**src/rtl/od_line_arbiter.sv**
```systemverilog
// od_line_arbiter: grants one requester at a time to hold a shared open-drain line low.
// Define ARB_ROUND_ROBIN_EN for round-robin arbitration instead of lowest-index priority.
module od_line_arbiter #(
    parameter int NREQ      = 4,
    parameter int HOLD_CYC  = 8,
    parameter int GUARD_CYC = 2,
    parameter int IDW       = $clog2(NREQ)
) (
    input  logic            clk,
    input  logic            rst,
    input  logic [NREQ-1:0] req,
    input  logic            err_clr,
    input  logic            line_in,
    output logic [NREQ-1:0] gnt,
    output logic [IDW-1:0]  gnt_id,
    output logic            done,
    output logic            line_oe,
    output logic            busy,
    output logic            ext_low,
    output logic            readback_err
);
    localparam int CMAX = (HOLD_CYC > GUARD_CYC) ? HOLD_CYC : GUARD_CYC;
    localparam int CW   = $clog2(CMAX);

    localparam logic [CW-1:0] HOLD_LD  = CW'(HOLD_CYC - 1);
    localparam logic [CW-1:0] GUARD_LD = CW'(GUARD_CYC - 1);
    // Readback is trusted only once the synchronizer has seen our own drive.
    localparam logic [CW-1:0] CHK_FROM = CW'(HOLD_CYC - 3);

    typedef enum logic [1:0] {
        IDLE,
        DRIVE,
        RELEASE
    } state_t;

    state_t          state;
    state_t          state_d;
    logic [CW-1:0]   cnt;
    logic [CW-1:0]   cnt_d;
    logic            sync1;
    logic            line_s;
    logic [NREQ-1:0] gnt_d;
    logic [IDW-1:0]  gnt_id_d;
    logic [IDW-1:0]  win;
    logic            win_vld;
    logic            done_d;
    logic            err_d;
    logic            grant_go;

    assign win_vld  = |req;
    assign grant_go = (state == IDLE) && win_vld && line_s;

`ifdef ARB_ROUND_ROBIN_EN
    logic [IDW-1:0] last_id;

    always_comb begin
        logic           found;
        logic [IDW-1:0] idx;
        win   = '0;
        found = 1'b0;
        idx   = '0;
        for (int i = 0; i < NREQ; i++) begin
            idx = IDW'((int'(last_id) + 1 + i) % NREQ);
            if (!found && req[idx]) begin
                win   = idx;
                found = 1'b1;
            end
        end
    end

    always_ff @(posedge clk) begin
        if (rst) begin
            last_id <= IDW'(NREQ - 1);
        end else if (grant_go) begin
            last_id <= win;
        end
    end
`else
    always_comb begin
        win = '0;
        for (int i = NREQ - 1; i >= 0; i--) begin
            if (req[i]) begin
                win = IDW'(i);
            end
        end
    end
`endif

    always_comb begin
        state_d  = state;
        cnt_d    = cnt;
        gnt_d    = gnt;
        gnt_id_d = gnt_id;
        done_d   = 1'b0;
        err_d    = readback_err && !err_clr;
        unique case (state)
            IDLE: begin
                if (grant_go) begin
                    state_d  = DRIVE;
                    cnt_d    = HOLD_LD;
                    gnt_d    = NREQ'(1) << win;
                    gnt_id_d = win;
                end
            end
            DRIVE: begin
                if (line_s && (cnt <= CHK_FROM)) begin
                    err_d = 1'b1;
                end
                if ((cnt == '0) || !req[gnt_id]) begin
                    state_d = RELEASE;
                    cnt_d   = GUARD_LD;
                    gnt_d   = '0;
                    done_d  = 1'b1;
                end else begin
                    cnt_d = cnt - 1'b1;
                end
            end
            RELEASE: begin
                if (cnt == '0) begin
                    state_d = IDLE;
                end else begin
                    cnt_d = cnt - 1'b1;
                end
            end
            default: begin
                state_d = IDLE;
            end
        endcase
    end

    always_ff @(posedge clk) begin
        if (rst) begin
            state        <= IDLE;
            cnt          <= '0;
            sync1        <= 1'b1;
            line_s       <= 1'b1;
            gnt          <= '0;
            gnt_id       <= '0;
            done         <= 1'b0;
            ext_low      <= 1'b0;
            readback_err <= 1'b0;
        end else begin
            state        <= state_d;
            cnt          <= cnt_d;
            sync1        <= line_in;
            line_s       <= sync1;
            gnt          <= gnt_d;
            gnt_id       <= gnt_id_d;
            done         <= done_d;
            ext_low      <= (state == IDLE) && !line_s;
            readback_err <= err_d;
        end
    end

    assign line_oe = (state == DRIVE);
    assign busy    = (state != IDLE);

endmodule

```
**config.mk**
```make
export PLATFORM = sky130hd
export DESIGN_NAME = od_line_arbiter
export DESIGN_NICKNAME = d
export VERILOG_FILES = /design/src/rtl/od_line_arbiter.sv
export SDC_FILE = /design/constraint.sdc
export NUM_CORES = 1
export LEC_CHECK = 0
export ABC_CLOCK_PERIOD_IN_PS = 2000
export CAP_MARGIN = 20
export CORE_MARGIN = 3
export CORE_UTILIZATION = 50
export CTS_BUF_LIST = sky130_fd_sc_hd__clkbuf_16
export CTS_CLUSTER_SIZE = 30
export DETAILED_ROUTE_END_ITERATION = 8
export DONT_BUFFER_PORTS = 1
export PLACE_DENSITY_LB_ADDON = 0.12
export SETUP_SLACK_MARGIN = 0.02
export SLEW_MARGIN = 10
export SYNTH_ARGS = -nofsm -noshare
export SYNTH_HDL_FRONTEND = slang
export SYNTH_SLANG_ARGS = --single-unit
export TNS_END_PERCENT = 100
```
**constraint.sdc**
```tcl
create_clock -name clk -period 2 [get_ports clk]
set_input_delay 0.3 -clock clk [delete_from_list [all_inputs] [get_ports clk]]
set_output_delay 0.3 -clock clk [all_outputs]
set_load 0.1 [all_outputs]
```
# --- Word-level counts from Yosys, hierarchy flattened ---
# Cells that the tools add are included.
word_totals:
  regBits: 16
  input_bits: 8
classes:
  n_addsub: 1
  magnitude_cmp: 2
  n_eq_ne: 6
  shifts: 1
  n_mux: 20
  bitwise_logic: 1
  n_reduce_logical: 20
op_table:
  columns: ["op", "count"]
  rows:
  - ["2-bit 2-to-1 mux", 7]
  - ["3-bit 2-to-1 mux", 3]
  - ["3-bit case mux with 3 select lines", 1]
  - ["3-bit AND reduction", 3]
  - ["4-bit 2-to-1 mux", 2]
  - ["4-bit case mux with 2 select lines", 1]
  - ["2-bit != test (second input constant)", 3]
  - ["2-bit case mux with 3 select lines", 1]
  - ["1-bit logical AND", 5]
  - ["1-bit 2-to-1 mux", 4]
  - ["2-bit nonzero test", 2]
  - ["4-bit OR reduction", 1]
  - ["1-bit by 2-bit left shift with 4-bit output (first input constant)", 1]
  - ["3-bit <= comparator (second input constant)", 1]
  - ["1-bit zero test", 3]
  - ["3-bit zero test", 1]
  - ["2-bit by 3-bit < comparator with 1-bit output (second input constant)", 1]
  - ["3-bit nonzero test", 1]
  - ["3-bit by 1-bit subtractor with 3-bit output (second input constant)", 1]
  - ["1-bit binary-select mux with 2-bit select", 1]
  - ["2-bit by 1-bit equality test with 1-bit output (second input constant)", 1]
  - ["2-bit equality test (second input constant)", 1]
  - ["2-bit zero test", 1]
  - ["2-bit by 1-bit != test with 1-bit output (second input constant)", 1]
  - ["other kinds (4)", 4]

# --- Depth between registers and ports, before layout ---
# Gate-level depths: netlist of run 1.
depth:
  ltp_word: 7
  depth_mapped: 7

# --- Least setup slack after synthesis of run 1 ---
# No wires, ideal clock.
synth_path:
  kind: "flip-flop to flip-flop"
  from: "register state[1]"
  to: "register cnt[0]"
  setup_ns: 0.130
  arrival_time_ns: 2.112
  required_time_ns: 1.870
  slack_ns: -0.242
  stages_incl_launch_ff: 8
  period_less_slack_ns: 2.242
  path_cell_list: "dfxtp_1 -> inv_1 -> ha_1 -> nor2_1 -> o22a_2 -> a21oi_2 -> o2111a_1 -> nor3_2"
synth_rtl:
  columns: ["element", "line", "source"]
  rows:
  - ["start, declared", "36", "state_t state;"]
  - ["start signal, assigned", "143", "state <= state_d;"]
  - ["2-bit by 1-bit equality test with 1-bit output (*)", null, null]
  - ["net line_oe", "17", "output logic line_oe,"]
  - ["3-bit nonzero test (no line)", null, null]
  - ["3-bit AND reduction (no line)", null, null]
  - ["end signal, assigned", "144", "cnt <= cnt_d;"]
  - ["end, declared", "38", "logic [CW-1:0] cnt;"]
# Mark *: on every way through the listed nets, which the timed path passes. The rest lies on a longest branch.
# A chain may end at the register's enable or synchronous reset.

# --- Worst setup path in the final report of run 1 ---
layout_path:
  from: "register state[0]"
  to: "register cnt[1]"
layout_via:
  elab_chain_cells: 5
layout_lines:
  columns: ["element", "line", "source"]
  rows:
  - ["2-bit zero test", "51, 96", null]
  - ["1-bit logical AND (2 in series)", "51", "assign grant_go = (state == IDLE) && win_vld && line_s;"]
  - ["2-bit != test (no line)", null, null]
  - ["3-bit AND reduction (no line)", null, null]
# Parallel ways exist; a longest one is shown, timed or not.

==> out/qor.yml, run 1 <==
grt:
  grtUsageTotal: 0.1824
  antenna_found_initial: 0
  grt_pass1_vias: 661
  grt_max_degree: 15
  grt_first_pass_wirelength_mm: 2.870
  grt_remaining_overflow: 0
clocking:
  clkSlewWorstSetupHoldPaths_ns: 0.05
  cts_hold_buf: 0
  clock-sinks: 16
  cts-resized-gates: 0
  h-tree-depth: 1
  numCtsBuffers: 3
  cts_tree: "done"
  cts_buffer_depth: 2
  insertion_delay_ns: 0.24
  cts_setup_buffers: 0
  root_buffer: "clkbuf_16"
worst_setup_path:
  crit_chain: "inv_1 > ha_1 > nand2_1 > o22a_2 > a21oi_2 > nor2_1 > a311oi_1"
  critPathLaunchType: "flop"
  critPathTopFamily: "compound AO/OA/AOI/OAI gates"
  cp-end-kind: "flop"
  path_max_fanout: 6
  cp_slowest_cell: "dfxtp_1"
  critPathArrivalTime_ns: 1.89
  cp_num_buf_inv: 1
  path_class: "reg -> reg"
  r2r_start: "state[0]$_SDFFE_PP0P_"
  r2r_slack_ns: 0.26
  cp.depth: 7
  rr_worst_depth: 7
  worstPathRequired_ns: 2.15
  cpPeakStageDelay_ns: 0.32
  r2r-end: "cnt[1]$_SDFFE_PP0P_"
floorplanning:
  rows: 14
  die_w_um: 47.37
  die_area_um2: 2244
  fp.coreArea_um2: 1559
  io_pins: 19
  start_util: 0.5490
  die_h_um: 47.37
routing:
  drtIter0Drc: 17
  vias: 735
  dr.pass1.iters: 4
  avgRoutedWirePerCell_um: 14.94
  drt.antenna.violating_nets: 0
  route.detailed.drc: 0
  drt_wl_total_mm: 1.867
  viasPerCell: 5.880
timing:
  max-slew-margin-rel: 0.6960
  finalHoldViolCount: 0
  slew_violations: 0
  final.setup_skew_ns: 0.002574
  tightest_slew_ns: 0.4522
  finalSetupViolCount: 0
  fin_crit_sh: 0.8713
  setup_tns_ns: 0
  layout_min_cycle_time_ns: 1.743
  fmax_mhz: 573.9
  rsz0062_at_grt: "no"
yosys:
  yosysMostFrequentCell: "dfxtp_1"
  synthCells: 95
  synthTopCellsByCount: "dfxtp_1, nor2_1, inv_1"
  yosysTopAreaCell: "dfxtp_1"
  synth.avg_cell_area_um2: 9.009
  synth_edf_count: 0
  syn_nets: 110
  syn_area_um2: 855.8
  synth_flop_cell: "dfxtp_1"
  yosysWarningCount: 0
  netlist_top_cells_area: "dfxtp_1, ha_1, nor2_1, inv_1, mux2i_1"
  synth_top_area_frac: 0.3743
  synthDistinctLibCells: 34
  synth_seq_cells: 16
  synth_async_sr_flop_share: 0
  yosysSeqAreaShare: 0.3743
min_path:
  holdCritStartpoint: "rst"
  holdPathEnd: "gnt_id[0]$_SDFFE_PP0P_"
  holdPathStages: 1
  hold_path_class: "in -> reg"
placement:
  dp_hpwl_mm: 1.401
  port_buffers: 0
  placed_cells: 121
  place_congestion: 0.8907
layout:
  area_growth_pct: 21.20
  drive_above_1_share: 0.2477
  final_cells: 125
  antennaDiodeCount: 0
  nNetsFinal: 125
  fillers: 139
job:
  drv_cap: 0
outcome:
  status: "finished clean"
-- worst register-to-register path: cells and delay by family, from the launching register on --
kind                     cells  cell delay [ns]
AO/OA/AOI/OAI                3             0.74
adder cells (fa/ha/maj)      1             0.25
buffers and inverters        1             0.11
flip-flops                   1             0.32
AND/OR/NAND/NOR              2             0.24
-- cells in the final DEF, fill, tap and decap left out, types with 3 or more instances in the layout --
cell       instances
dfxtp_1           15
nor2_1            14
inv_1             11
buf_4             11
ha_1               6
nand2_1            4
mux2i_1            4
a21oi_1            3
nor3_1             3
or2_2              3
a32o_1             3
clkbuf_16          3
-- sequential cells by signal (all words and copies together), names as in the netlist --
| signal | cells |
|---|---|
| done | 1 |
| gnt | 4 |
| state | 2 |
| cnt | 3 |
| gnt_id | 2 |
| readback_err | 1 |
| sync1 | 1 |
| ext_low | 1 |
| line_s | 1 |
-- through the flow --
step / worst slack, ns / hold WS, ns / utilization / area, um2
floorplan: 0.07076 / 0.3895 / - / 859.6
global placement: 0.3553 / 0.3654 / 0.6148 / 958.4
detailed placement: 0.3450 / 0.3685 / 0.6148 / 958.4
finish: 0.2575 / 0.1131 / 0.6653 / 1037
global route: 0.1039 / 0.1112 / 0.6653 / 1037
CTS: 0.2633 / 0.1102 / 0.6653 / 1037
-- final cells by class --
| type | instances | area [um2] | share of cell area |
|---|---|---|---|
| tap | 16 | 20.02 | 0.01930 |
| clock buffer | 3 | 75.07 | 0.07238 |
| inverter | 11 | 41.29 | 0.03981 |
| multi-input combinational | 67 | 493.0 | 0.4753 |
| sequential | 16 | 321.6 | 0.3100 |
| clock inverter | 1 | 3.754 | 0.003619 |
| timing repair buffer | 11 | 82.58 | 0.07961 |
-- layer usage --
layer / share of wire / track usage / vias to the layer above / routed length, um
met5: 0 / 0 / - / 0
met4: 0.013 / 0.08287 / 0 / 25
met2: 0.50 / 0.2914 / 21 / 933
met3: 0.051 / 0.03448 / 4 / 95
met1: 0.43 / 0.2352 / 341 / 812
li1: - / - / 369 / -
-- logic make-up (layout without fill, tap and decap cells) --
kind of cell / after synthesis / count (layout) / synth area share
AO/OA/AOI/OAI: 25 / 25 / 0.2266
adder cells (fa/ha/maj): 7 / 7 / 0.1023
buffers and inverters: 12 / 26 / 0.05263
flip-flops: 16 / 16 / 0.3743
multiplexers: 5 / 5 / 0.05994
AND/OR/NAND/NOR: 30 / 30 / 0.1842
-- worst max path at each step --
stage	start	endpoint	slack (ns)
3_5_place_dp	state[0]$_SDFFE_PP0P_	cnt[1]$_SDFFE_PP0P_	0.34
6_report	state[0]$_SDFFE_PP0P_	cnt[1]$_SDFFE_PP0P_	0.26
4_1_cts	state[0]$_SDFFE_PP0P_	cnt[1]$_SDFFE_PP0P_	0.26
5_1_grt	state[0]$_SDFFE_PP0P_	cnt[1]$_SDFFE_PP0P_	0.10
3_3_place_gp	state[0]$_SDFFE_PP0P_	cnt[0]$_SDFFE_PP0P_	0.36
2_1_floorplan	gnt_id[1]$_SDFFE_PP0P_	cnt[0]$_SDFFE_PP0P_	0.07
Power of run 1 is left out: the tool's default activity adds up to more than one toggle a clock period on the data nets, which glitch-free logic cannot reach.
==> inputs of run 2 (changes only) <==
--- a/config.mk
+++ b/config.mk
@@ -8,11 +8,12 @@
 export ABC_CLOCK_PERIOD_IN_PS = 2000
 export CAP_MARGIN = 20
 export CORE_MARGIN = 3
-export CORE_UTILIZATION = 50
+export CORE_UTILIZATION = 59
 export CTS_BUF_LIST = sky130_fd_sc_hd__clkbuf_16
 export CTS_CLUSTER_SIZE = 30
 export DETAILED_ROUTE_END_ITERATION = 8
 export DONT_BUFFER_PORTS = 1
+export GPL_TIMING_DRIVEN = 0
 export PLACE_DENSITY_LB_ADDON = 0.12
 export SETUP_SLACK_MARGIN = 0.02
 export SLEW_MARGIN = 10
==> out/qor.yml, run 2 (same netlist as run 1, synthesis figures left out) <==
worst_setup_path:
  crit_top_cell: "nand2_1"
  path_max_fanout: 7
  rr_worst_depth: 7
  cp_slowest_cell: "ha_4"
  r2r_slack_ns: 0.18
  cp_num_buf_inv: 1
  critPathArrivalTime_ns: 1.99
  r2r-end: "cnt[2]$_SDFFE_PP0P_"
  crit_chain: "inv_1 > ha_4 > nand2_1 > o22ai_1 > nand2_1 > a211o_1 > a31oi_1"
  critPathTopFamily: "compound AO/OA/AOI/OAI gates"
  r2r_start: "state[1]$_SDFFE_PP0P_"
  cp-end-kind: "flop"
  cpPeakStageDelay_ns: 0.38
  critPathLaunchType: "flop"
  path_class: "reg -> reg"
  worstPathRequired_ns: 2.17
timing:
  fin_crit_sh: 0.9082
  layout_min_cycle_time_ns: 1.816
  fmax_mhz: 550.6
  setup_tns_ns: 0
  final.setup_skew_ns: 0.001915
  rsz0062_at_grt: "yes"
  tightest_slew_ns: 0.9776
  slew_violations: 0
  max-slew-margin-rel: 0.3474
  finalHoldViolCount: 0
  finalSetupViolCount: 0
layout:
  area_growth_pct: 15.20
  largestRegisters: "gnt (4), cnt (3)"
  largest_register_ffs: 4
  drive_above_1_share: 0.2100
  fin_util: 0.7392
  fillers: 112
  multiInputGateArea_um2: 511.7
  regArea_um2: 322.8
  layout_common_cells: "nor2_1, dfxtp_1, inv_1"
  nNetsFinal: 116
  regMostFlops: "gnt"
  antennaDiodeCount: 0
  final_cells: 115
grt:
  top_usage_layer: "met2"
  grt_first_pass_wirelength_mm: 2.994
  met3_usage: 0.08943
  grtUsageTotal: 0.2146
  grt_remaining_overflow: 0
  met1_usage: 0.2443
  grt_max_degree: 11
  use_met2: 0.3401
  antenna_found_initial: 0
  grt_pass1_vias: 680
clocking:
  numCtsBuffers: 3
  clock-sinks: 16
  cts_buffer_depth: 2
  cts_tree: "done"
  root_buffer: "clkbuf_16"
  insertion_delay_ns: 0.24
  clkSlewWorstSetupHoldPaths_ns: 0.05
  h-tree-depth: 1
routing:
  route.detailed.drc: 0
  vias: 718
  drt_wl_total_mm: 1.749
  drt.antenna.violating_nets: 0
  avgRoutedWirePerCell_um: 15.21
  drtIter0Drc: 27
  dr.pass1.iters: 4
  viasPerCell: 6.243
outcome:
  status: "finished clean"
floorplanning:
  rows: 13
  start_util: 0.6417
  io_pins: 19
  die_area_um2: 1943
  die_h_um: 44.09
  fp.coreArea_um2: 1334
  die_w_um: 44.09
job:
  drv_cap: 0
placement:
  dp_hpwl_mm: 1.333
  port_buffers: 0
  placed_cells: 110
  place_congestion: 0.8521
min_path:
  holdCritStartpoint: "rst"
  hold_path_class: "in -> reg"
  holdPathStages: 1
  holdPathEnd: "line_s$_SDFF_PP1_"
==> run 2: changes by cell type in the layout (fill, tap and decap cells not counted), sizes merged <==
cell / change
clkbuf: +1
inv: -1
clkinvlp: +1
buf: -10
==> run 2: final cells by class <==
| class | instances | share of cell area |
|---|---|---|
| timing repair buffer | 1 | 0.005076 |
| clock buffer | 3 | 0.07614 |
| clock inverter | 1 | 0.003807 |
| sequential | 16 | 0.3274 |
| inverter | 11 | 0.04569 |
| tap | 15 | 0.01904 |
| multi-input combinational | 67 | 0.5190 |
| buffer | 1 | 0.003807 |
==> run 2: through the flow <==
stage	area (um2)	worst slack, ns	hold slack, ns
finish	985.9	0.1837	0.1607
floorplan	859.6	0.07076	0.3895
detailed placement	878.3	-0.1235	0.4118
global route	985.9	0.02697	0.1574
global placement	878.3	-0.03406	0.4000
CTS	968.4	0.05648	0.1607
==> run 2: how the worst max path moves through the flow <==
stage	startpoint	to	cells after the start	slack [ns]
6_report	state[1]$_SDFFE_PP0P_	cnt[2]$_SDFFE_PP0P_	7	0.18
5_1_grt	state[1]$_SDFFE_PP0P_	cnt[2]$_SDFFE_PP0P_	7	0.03
4_1_cts	state[0]$_SDFFE_PP0P_	busy	3	0.06
2_1_floorplan	gnt_id[1]$_SDFFE_PP0P_	cnt[0]$_SDFFE_PP0P_	4	0.07
3_5_place_dp	state[1]$_SDFFE_PP0P_	gnt[3]$_SDFFE_PP0P_	7	-0.12
3_3_place_gp	state[1]$_SDFFE_PP0P_	gnt[0]$_SDFFE_PP0P_	7	-0.03
==> run 2: metal layers <==
layer / part of all wire / vias to the layer above
li1: - / 352
met1: 0.42 / 337
met2: 0.50 / 25
met3: 0.072 / 4
met4: 0.011 / 0
met5: 0 / -
==> run 2: timing repair <==
item	in CTS	in global routing
hold buffers	0	0
gates resized for setup	2	3
buffers inserted	0	1
setup endpoints to repair	9	7
Power of run 2 is left out for the same reason.
